$ cat config.mk
export PLATFORM = sky130hd
export DESIGN_NAME = pipe_stage
export DESIGN_NICKNAME = d
export VERILOG_FILES = /design/src/rtl/pipe_stage_pkg.sv /design/src/rtl/pipe_stage_reg.sv /design/src/rtl/pipe_stage.sv
export SDC_FILE = /design/constraint.sdc
export NUM_CORES = 1
export LEC_CHECK = 0
export CAP_MARGIN = 5
export CORE_UTILIZATION = 50
export CTS_CLUSTER_DIAMETER = 80
export CTS_CLUSTER_SIZE = 14
export DETAILED_ROUTE_END_ITERATION = 10
export PLACE_DENSITY_LB_ADDON = 0.3
export SLEW_MARGIN = 20
export SYNTH_ARGS = -nofsm -noshare
export SYNTH_HDL_FRONTEND = slang
export SYNTH_SLANG_ARGS = --single-unit
export TNS_END_PERCENT = 50
$ cat constraint.sdc
create_clock -name clk -period 3.96 [get_ports clk]
set_clock_uncertainty 0.1 [all_clocks]
set_input_delay 0.396 -clock clk [delete_from_list [all_inputs] [get_ports clk]]
set_output_delay 0.396 -clock clk [all_outputs]
set_load 0.02 [all_outputs]
$ cat src/rtl/pipe_stage_pkg.sv
// Shared definitions for the pipe_stage skid-buffered pipeline register:
// occupancy state encoding and default widths.
package pipe_stage_pkg;

    localparam int DEF_DATA_WIDTH = 32;
    localparam int DEF_CTRL_WIDTH = 8;
    localparam int DEF_CNT_WIDTH  = 16;

    typedef enum logic [1:0] {
        EMPTY = 2'd0,
        BUSY  = 2'd1,
        FULL  = 2'd2
    } state_t;

endpackage : pipe_stage_pkg

$ cat src/rtl/pipe_stage_reg.sv
// stage_reg: enabled storage register for one pipeline entry (payload + control),
// cleared asynchronously.
module stage_reg #(
    parameter int WIDTH = 40
) (
    input  logic             clk,
    input  logic             rst,
    input  logic             en,
    input  logic [WIDTH-1:0] d,
    output logic [WIDTH-1:0] q
);

    // Entry storage, loaded only when enabled
    always_ff @(posedge clk or negedge rst) begin
        if (!rst) begin
            q <= {WIDTH{1'b0}};
        end else if (en) begin
            q <= d;
        end
    end

endmodule : stage_reg

$ cat src/rtl/pipe_stage.sv
// pipe_stage: two-entry (main + skid) pipeline stage with a valid/ready handshake
// on both sides, flush, and a saturating backpressure counter.
module pipe_stage
    import pipe_stage_pkg::*;
#(
    parameter int DATA_WIDTH = DEF_DATA_WIDTH,
    parameter int CTRL_WIDTH = DEF_CTRL_WIDTH,
    parameter int CNT_WIDTH  = DEF_CNT_WIDTH
) (
    input  logic                  clk,
    input  logic                  rst,
    input  logic                  up_valid,
    output logic                  up_ready,
    input  logic [DATA_WIDTH-1:0] up_data,
    input  logic [CTRL_WIDTH-1:0] up_ctrl,
    input  logic                  flush,
    output logic                  dn_valid,
    input  logic                  dn_ready,
    output logic [DATA_WIDTH-1:0] dn_data,
    output logic [CTRL_WIDTH-1:0] dn_ctrl,
    output logic [CNT_WIDTH-1:0]  stall_cnt
);

    localparam int REG_WIDTH = DATA_WIDTH + CTRL_WIDTH;
    localparam logic [CNT_WIDTH-1:0] CNT_MAX = {CNT_WIDTH{1'b1}};
    localparam logic [CNT_WIDTH-1:0] CNT_ONE = {{(CNT_WIDTH-1){1'b0}}, 1'b1};

    state_t               state_r;
    state_t               state_next_s;
    logic                 up_xfer_s;
    logic                 dn_xfer_s;
    logic                 main_en_s;
    logic                 skid_en_s;
    logic [REG_WIDTH-1:0] up_word_s;
    logic [REG_WIDTH-1:0] main_d_s;
    logic [REG_WIDTH-1:0] main_q_s;
    logic [REG_WIDTH-1:0] skid_q_s;
    logic [CNT_WIDTH-1:0] stall_r;

    // Both handshake flags decode the state register only, so up_ready never sees dn_ready
    assign up_ready  = (state_r != FULL);
    assign dn_valid  = (state_r != EMPTY);
    assign up_xfer_s = up_valid & up_ready;
    assign dn_xfer_s = dn_valid & dn_ready;
    assign up_word_s = {up_ctrl, up_data};

    // Next-state and storage-enable decode; flush squashes everything held or offered
    always_comb begin
        state_next_s = state_r;
        main_en_s    = 1'b0;
        skid_en_s    = 1'b0;
        main_d_s     = up_word_s;
        if (flush) begin
            state_next_s = EMPTY;
        end else begin
            case (state_r)
                EMPTY: begin
                    if (up_xfer_s) begin
                        main_en_s    = 1'b1;
                        state_next_s = BUSY;
                    end else begin
                        state_next_s = EMPTY;
                    end
                end
                BUSY: begin
                    if (up_xfer_s && dn_xfer_s) begin
                        main_en_s    = 1'b1;
                        state_next_s = BUSY;
                    end else if (dn_xfer_s) begin
                        state_next_s = EMPTY;
                    end else if (up_xfer_s) begin
                        skid_en_s    = 1'b1;
                        state_next_s = FULL;
                    end else begin
                        state_next_s = BUSY;
                    end
                end
                FULL: begin
                    if (dn_xfer_s) begin
                        main_en_s    = 1'b1;
                        main_d_s     = skid_q_s;
                        state_next_s = BUSY;
                    end else begin
                        state_next_s = FULL;
                    end
                end
                default: begin
                    state_next_s = EMPTY;
                end
            endcase
        end
    end

    // Occupancy state register
    always_ff @(posedge clk or negedge rst) begin
        if (!rst) begin
            state_r <= EMPTY;
        end else begin
            state_r <= state_next_s;
        end
    end

    // Saturating count of cycles the head entry waits on downstream
    always_ff @(posedge clk or negedge rst) begin
        if (!rst) begin
            stall_r <= {CNT_WIDTH{1'b0}};
        end else if (dn_valid && !dn_ready && (stall_r != CNT_MAX)) begin
            stall_r <= stall_r + CNT_ONE;
        end else begin
            stall_r <= stall_r;
        end
    end

    stage_reg #(.WIDTH(REG_WIDTH)) u_main (
        .clk (clk),
        .rst (rst),
        .en  (main_en_s),
        .d   (main_d_s),
        .q   (main_q_s)
    );

    stage_reg #(.WIDTH(REG_WIDTH)) u_skid (
        .clk (clk),
        .rst (rst),
        .en  (skid_en_s),
        .d   (up_word_s),
        .q   (skid_q_s)
    );

    assign dn_data   = main_q_s[DATA_WIDTH-1:0];
    assign dn_ctrl   = dn_valid ? main_q_s[REG_WIDTH-1:DATA_WIDTH] : {CTRL_WIDTH{1'b0}};
    assign stall_cnt = stall_r;

endmodule : pipe_stage

# Word-level counts from Yosys, hierarchy flattened
# Cells that the tools add are included.
# totals
mem_bits_rw	0
memories	0
latchBits	0
output_inout_bits	58
reg_bits	98
inputBits	45
rom_bits	0
# op_classes
mux	20
magnitude_cmp	0
eq_ne	4
bitwise_logic	2
mul	0
n_addsub	1
n_reduce_logical	6
n_shift	0
n_div	0
# op_table
cell	n
two-way mux 40 bit	3
adder 16 x 1 -> 16 bit, second input constant	1
!= test 16 bit, second input constant	1
two-way mux 2 bit	5
two-way mux 1 bit	9
two-way mux 8 bit	1
case mux 2 bit (3 select lines)	1
logical AND 1 bit	3
case mux 1 bit (3 select lines)	1
bitwise AND 1 bit	2
equality test 2 x 1 -> 1 bit, second input constant	1
equality test 2 bit, second input constant	1
logical NOT 2 bit	1
!= test 2 bit, second input constant	1
nonzero test 2 bit	1
logical NOT 1 bit	1

# Longest topological paths before layout
# depth
word_depth	7
mapped_depth	11

# By module
# Synthesis repeated with hierarchy kept, for this count alone.
# unflattened
cells_unflattened	318
hier_area_um2	4495.6
# modules_own_cells
module	seq_area_each_um2	cells_each	area_per_inst_um2	instances
stage_reg	1001.0	84	1496.4	2
pipe_stage	450.4	150	1502.7	1

# Least setup slack after synthesis
# OpenSTA, ideal clock, no wires.
# synth_timing
path_kind	flip-flop to flip-flop
from	reg state_r[0]
to	reg u_main.q[0]
arrival_ns	2.213
path_stages_with_launch	12
synth_period_minus_slack_ns	2.437
path_buffers	2
slack_ns	1.523
required_time_ns	3.735
path_cell_list	dfrtp_1 buf_2 nor2_1 inv_1 nand2_1 inv_1 ha_1 mux2i_1 o21ai_0 nand2b_1 buf_2 mux2_2
# synth_via
elab_chain_cells	6
word_cells_on_any_way	16
cone_classes	3 x eq/ne; 8 x mux; 2 x bitwise; 3 x reduce/logical
# synth_lines
element	line	text
from (decl)	pipe_stage.sv:28	state_t state_r;
from (signal assigned)	pipe_stage.sv:99	state_r <= state_next_s;
nonzero test 2 bit (*)	pipe_stage.sv:42	assign dn_valid = (state_r != EMPTY);
named net dn_valid	pipe_stage.sv:17	output logic dn_valid,
bitwise AND 1 bit (*)	pipe_stage.sv:44	assign dn_xfer_s = dn_valid & dn_ready;
logical AND 1 bit	pipe_stage.sv:66	if (up_xfer_s && dn_xfer_s) begin
two-way mux 1 bit	pipe_stage.sv:66	
case mux 1 bit (3 select lines)	pipe_stage.sv:56	case (state_r)
two-way mux 1 bit	pipe_stage.sv:53	if (flush) begin
to (signal assigned)	pipe_stage_reg.sv:16	q <= {WIDTH{1'b0}};
to (decl)	pipe_stage_reg.sv:10	output logic [WIDTH-1:0] q
# Mark *: on every way through the listed nets, which the timed path passes. The rest lies on a longest branch.
# A chain may end at the register's enable or synchronous reset.

# Worst setup path after layout
# layout_timing
from	reg state_r[1]
to	reg u_main.q[11]
# layout_via
elab_chain_cells	6
word_cells_on_any_way	16
cone_classes	3 x eq/ne; 8 x mux; 2 x bitwise; 3 x reduce/logical
# layout_lines
element	line
!= test 2 bit or nonzero test 2 bit (tied branches)	pipe_stage.sv:41, pipe_stage.sv:42
bitwise AND 1 bit, on equally long branches	pipe_stage.sv:43, pipe_stage.sv:44
logical AND 1 bit	pipe_stage.sv:66
two-way mux 1 bit	pipe_stage.sv:66
case mux 1 bit (3 select lines)	pipe_stage.sv:56
two-way mux 1 bit	pipe_stage.sv:53
# Several ways; a longest one is shown, not always the timed one.

==> flow_summary.ini <==
[clocking]
clock_sink_count = 98
post_cts.resized_instances = 0
cts_buffers = 9
tritoncts = built
cts_root_buffer = clkbuf_8
max-clock-path-buffers = 2
clkLatencyLatePin_ns = 0.35
path_clk_slew_ns = 0.09
ctsHtreeMaxLevel = 3
post_cts_hold_buffer_count = 0
postCtsSetupBuffers = 0

[worst_setup_path]
cp_num_buf_inv = 3
cp_cell_sequence = nor2_1 -> inv_1 -> nand2_1 -> inv_1 -> ha_1 -> mux2i_1 -> o21ai_0 -> nand2b_2 -> buf_12 -> mux2_2
crit_arrival_ns = 2.99
worst_setup_path_start_kind = flop
slowest_delay_ns = 0.50
critical_path.max_fanout = 22
setup.worst_path.end_class = flop
crit_path_frequent_cell = inv_1
critPathSlowestCell = dfrtp_1
path_delay_family = simple AND/OR/NAND/NOR gates
required_ns = 4.09
setup.worst_path.class = flop to flop

[timing]
fin_crit_ns = 2.86
worst_slack_ns = 1.10
maxSlewViolCount = 0
setup_viol_count_final = 0
setup_total_negative_slack_ns = 0
fmax_mhz = 350
grt_setup_unrepaired = false
worst_pin_slew_ns = 0.874
fin_crit_sh = 0.722
max_slew_margin = 0.417
final-hold-violation-count = 0

[logic_synthesis]
synth_simple_gate_area_share = 0.0698
synth_cells = 353
postSynth.topFlopCell = dfrtp_1
yosys.area.top_type_share = 0.514
synth_commonest_cells = dfrtp_1, mux2_2, mux2_1
synth_enable_flop_cells = 0
synth_top_cells_by_area = dfrtp_1, mux2_2, mux2_1, buf_4, xor2_1
synth_area_sq_um = 4770
synth-seq-area-share = 0.514
synth-compound-area-share = 0.0163
ys_types = 38
multiplexer_fraction_of_the_synthesized_cell_area = 0.292
most_frequent_cell_after_synthesis = dfrtp_1
syn-mean-instance-area_sq_um = 13.5
synth_fa_ha_area_frac = 0.00787
mappedNetlistNets = 401
ys_seq_elements = 98
async_flop_share = 1.00
yosysTopAreaCell = dfrtp_1
xor_xnor_cell_area_share_of_the_yosys_netlist = 0.0257
yosys_warnings = 0
dominant_combinational_cell_family_by_area_after_synthesis = multiplexers

[layout]
layout-drive-gt1-share = 0.257
design_area_sq_um = 5920
insertedDiodeCount = 0
area_delta_synth_final_pct = 24.1
num-nets-final = 471

[global_route]
grtUsageTotal = 0.186
pin_count_of_the_biggest_net_entering_global_routing = 71
antenna_found_initial = 0
grt_pass1_vias = 2968
wire_length_of_the_first_global_routing_pass_microns = 14400
overflow_after_grt = 0

[placement]
dpl-instance-area_sq_um = 5680
buffer_ports.inserted = 102
dp_hpwl_microns = 6050
pre_cts_ws_ns = 0.968
finalWeightedCongestion = 0.790

[detailed_routing]
antenna_violating_nets_post_route = 0
drt-vias-per-instance = 5.10
detail_route.wl_per_cell_microns = 15.6
route.detailed.drc = 0
drt_wl_total_microns = 8710
detailroute.via_count = 2842
detail_route.first_pass.iterations = 4
dr.first_iter.drc_count = 79

[floorplan]
die-height_microns = 99.7
num_io_pins = 103
die_w_microns = 99.7
dieArea_sq_um = 9930
core_region_area_sq_um = 9240
floorplan.initialDensity = 0.516
row_count = 35

[power_and_ir_drop]
switching_share = 0.285
p_comb_frac = 0.287
power.switching_w = 0.000861
power.ir.vdd_worst_mv = 0.328
power.density_nw_per_um2 = 510
leakage_nw = 2.48
clock_power_share = 0.234
seq_power_share = 0.479
internal-power_w = 0.00216

[run]
drv.max_cap_violation_count = 0

[worst_hold_path]
hold_path_class = primary input to asynchronous set/reset pin

[status]
outcome = completed
-- stage by stage --
stage	hold WS (ns)	std cells	power [W]	utilization
after global routing	0.109	557	0.00319	0.640
after global placement	0.363	541	0.00230	0.615
final	0.0542	557	0.00302	0.640
after detailed placement	0.388	541	0.00234	0.615
after floorplan	0.000409	353	0.00204	-
after CTS	0.0820	557	0.00306	0.640
-- power by group through the flow --
stage	clock, W	sequential, W	combinational (W)
final	0.000705	0.00145	0.000866
after global routing	0.000778	0.00149	0.000928
after CTS	0.000734	0.00145	0.000878
after detailed placement	0	0.00147	0.000875
after global placement	0	0.00145	0.000854
after floorplan	0	0.00144	0.000600
-- sequential cells by signal (all words and copies together) (netlist names) --
register	flops
stall_cnt	16
state_r	2
u_skid.q	40
u_main.q	40
-- per-layer routing --
layer  part of all wire  routed length (microns)  global-route usage  up-vias
li1                   -                        -                   -     1343
met1               0.46                     3970               0.243     1430
met2               0.50                     4320               0.310       63
met3              0.039                      341              0.0429        6
met4             0.0093                       81              0.0543        0
met5                  0                        0                   0        -
-- logic make-up after synthesis --
group / Yosys count
adder cells (fa/ha/maj): 3
AND/OR/NAND/NOR: 52
flip-flops: 98
XOR/XNOR: 14
multiplexers: 124
buffers and inverters: 50
AO/OA/AOI/OAI: 12
-- worst paths after layout --
kind | start | endpoint | slack (ns) | depth (start not counted)
max reg2reg | state_r[1]$_DFF_PN0_ | u_main.q[11]$_DFFE_PN0P_ | 1.10 | 10
min reg2reg | u_main.q[37]$_DFFE_PN0P_ | u_main.q[37]$_DFFE_PN0P_ | 0.40 | 1
max | state_r[1]$_DFF_PN0_ | u_main.q[11]$_DFFE_PN0P_ | 1.10 | 10
min in group clk | u_main.q[37]$_DFFE_PN0P_ | u_main.q[37]$_DFFE_PN0P_ | 0.40 | 1
min | rst | u_main.q[4]$_DFFE_PN0P_ | 0.05 | 1
max in group asynchronous | rst | u_main.q[18]$_DFFE_PN0P_ | 2.81 | 2
-- layout make-up --
type                            instances  area, sq um
Sequential cell                        98         2450
Clock inverter                          6         90.1
Timing Repair Buffer                  107         1080
Multi-Input combinational cell        205         1990
Clock buffer                           10          138
Tap cell                              129          161
Fill cell                             716         3320
Inverter                                2         7.51
-- cells in the final DEF (no fill, tap or decap), types with 2 or more instances in the layout --
cell type,instances
mux2_2,79
nand4_1,4
nor2_1,4
a21oi_1,4
inv_1,2
and2_1,4
nand3_1,4
dfrtp_1,98
mux2_1,43
mux2i_1,2
clkdlybuf4s50_1,101
nor3_1,4
o21ai_0,2
clkinv_4,2
clkbuf_8,10
buf_12,2
buf_4,4
nor4_1,2
ha_1,3
xor2_1,13
nand2_1,9
nor2b_1,8
a211oi_1,2
bufinv_16,2
No activity file was read; power rests on OpenSTA's default activity.
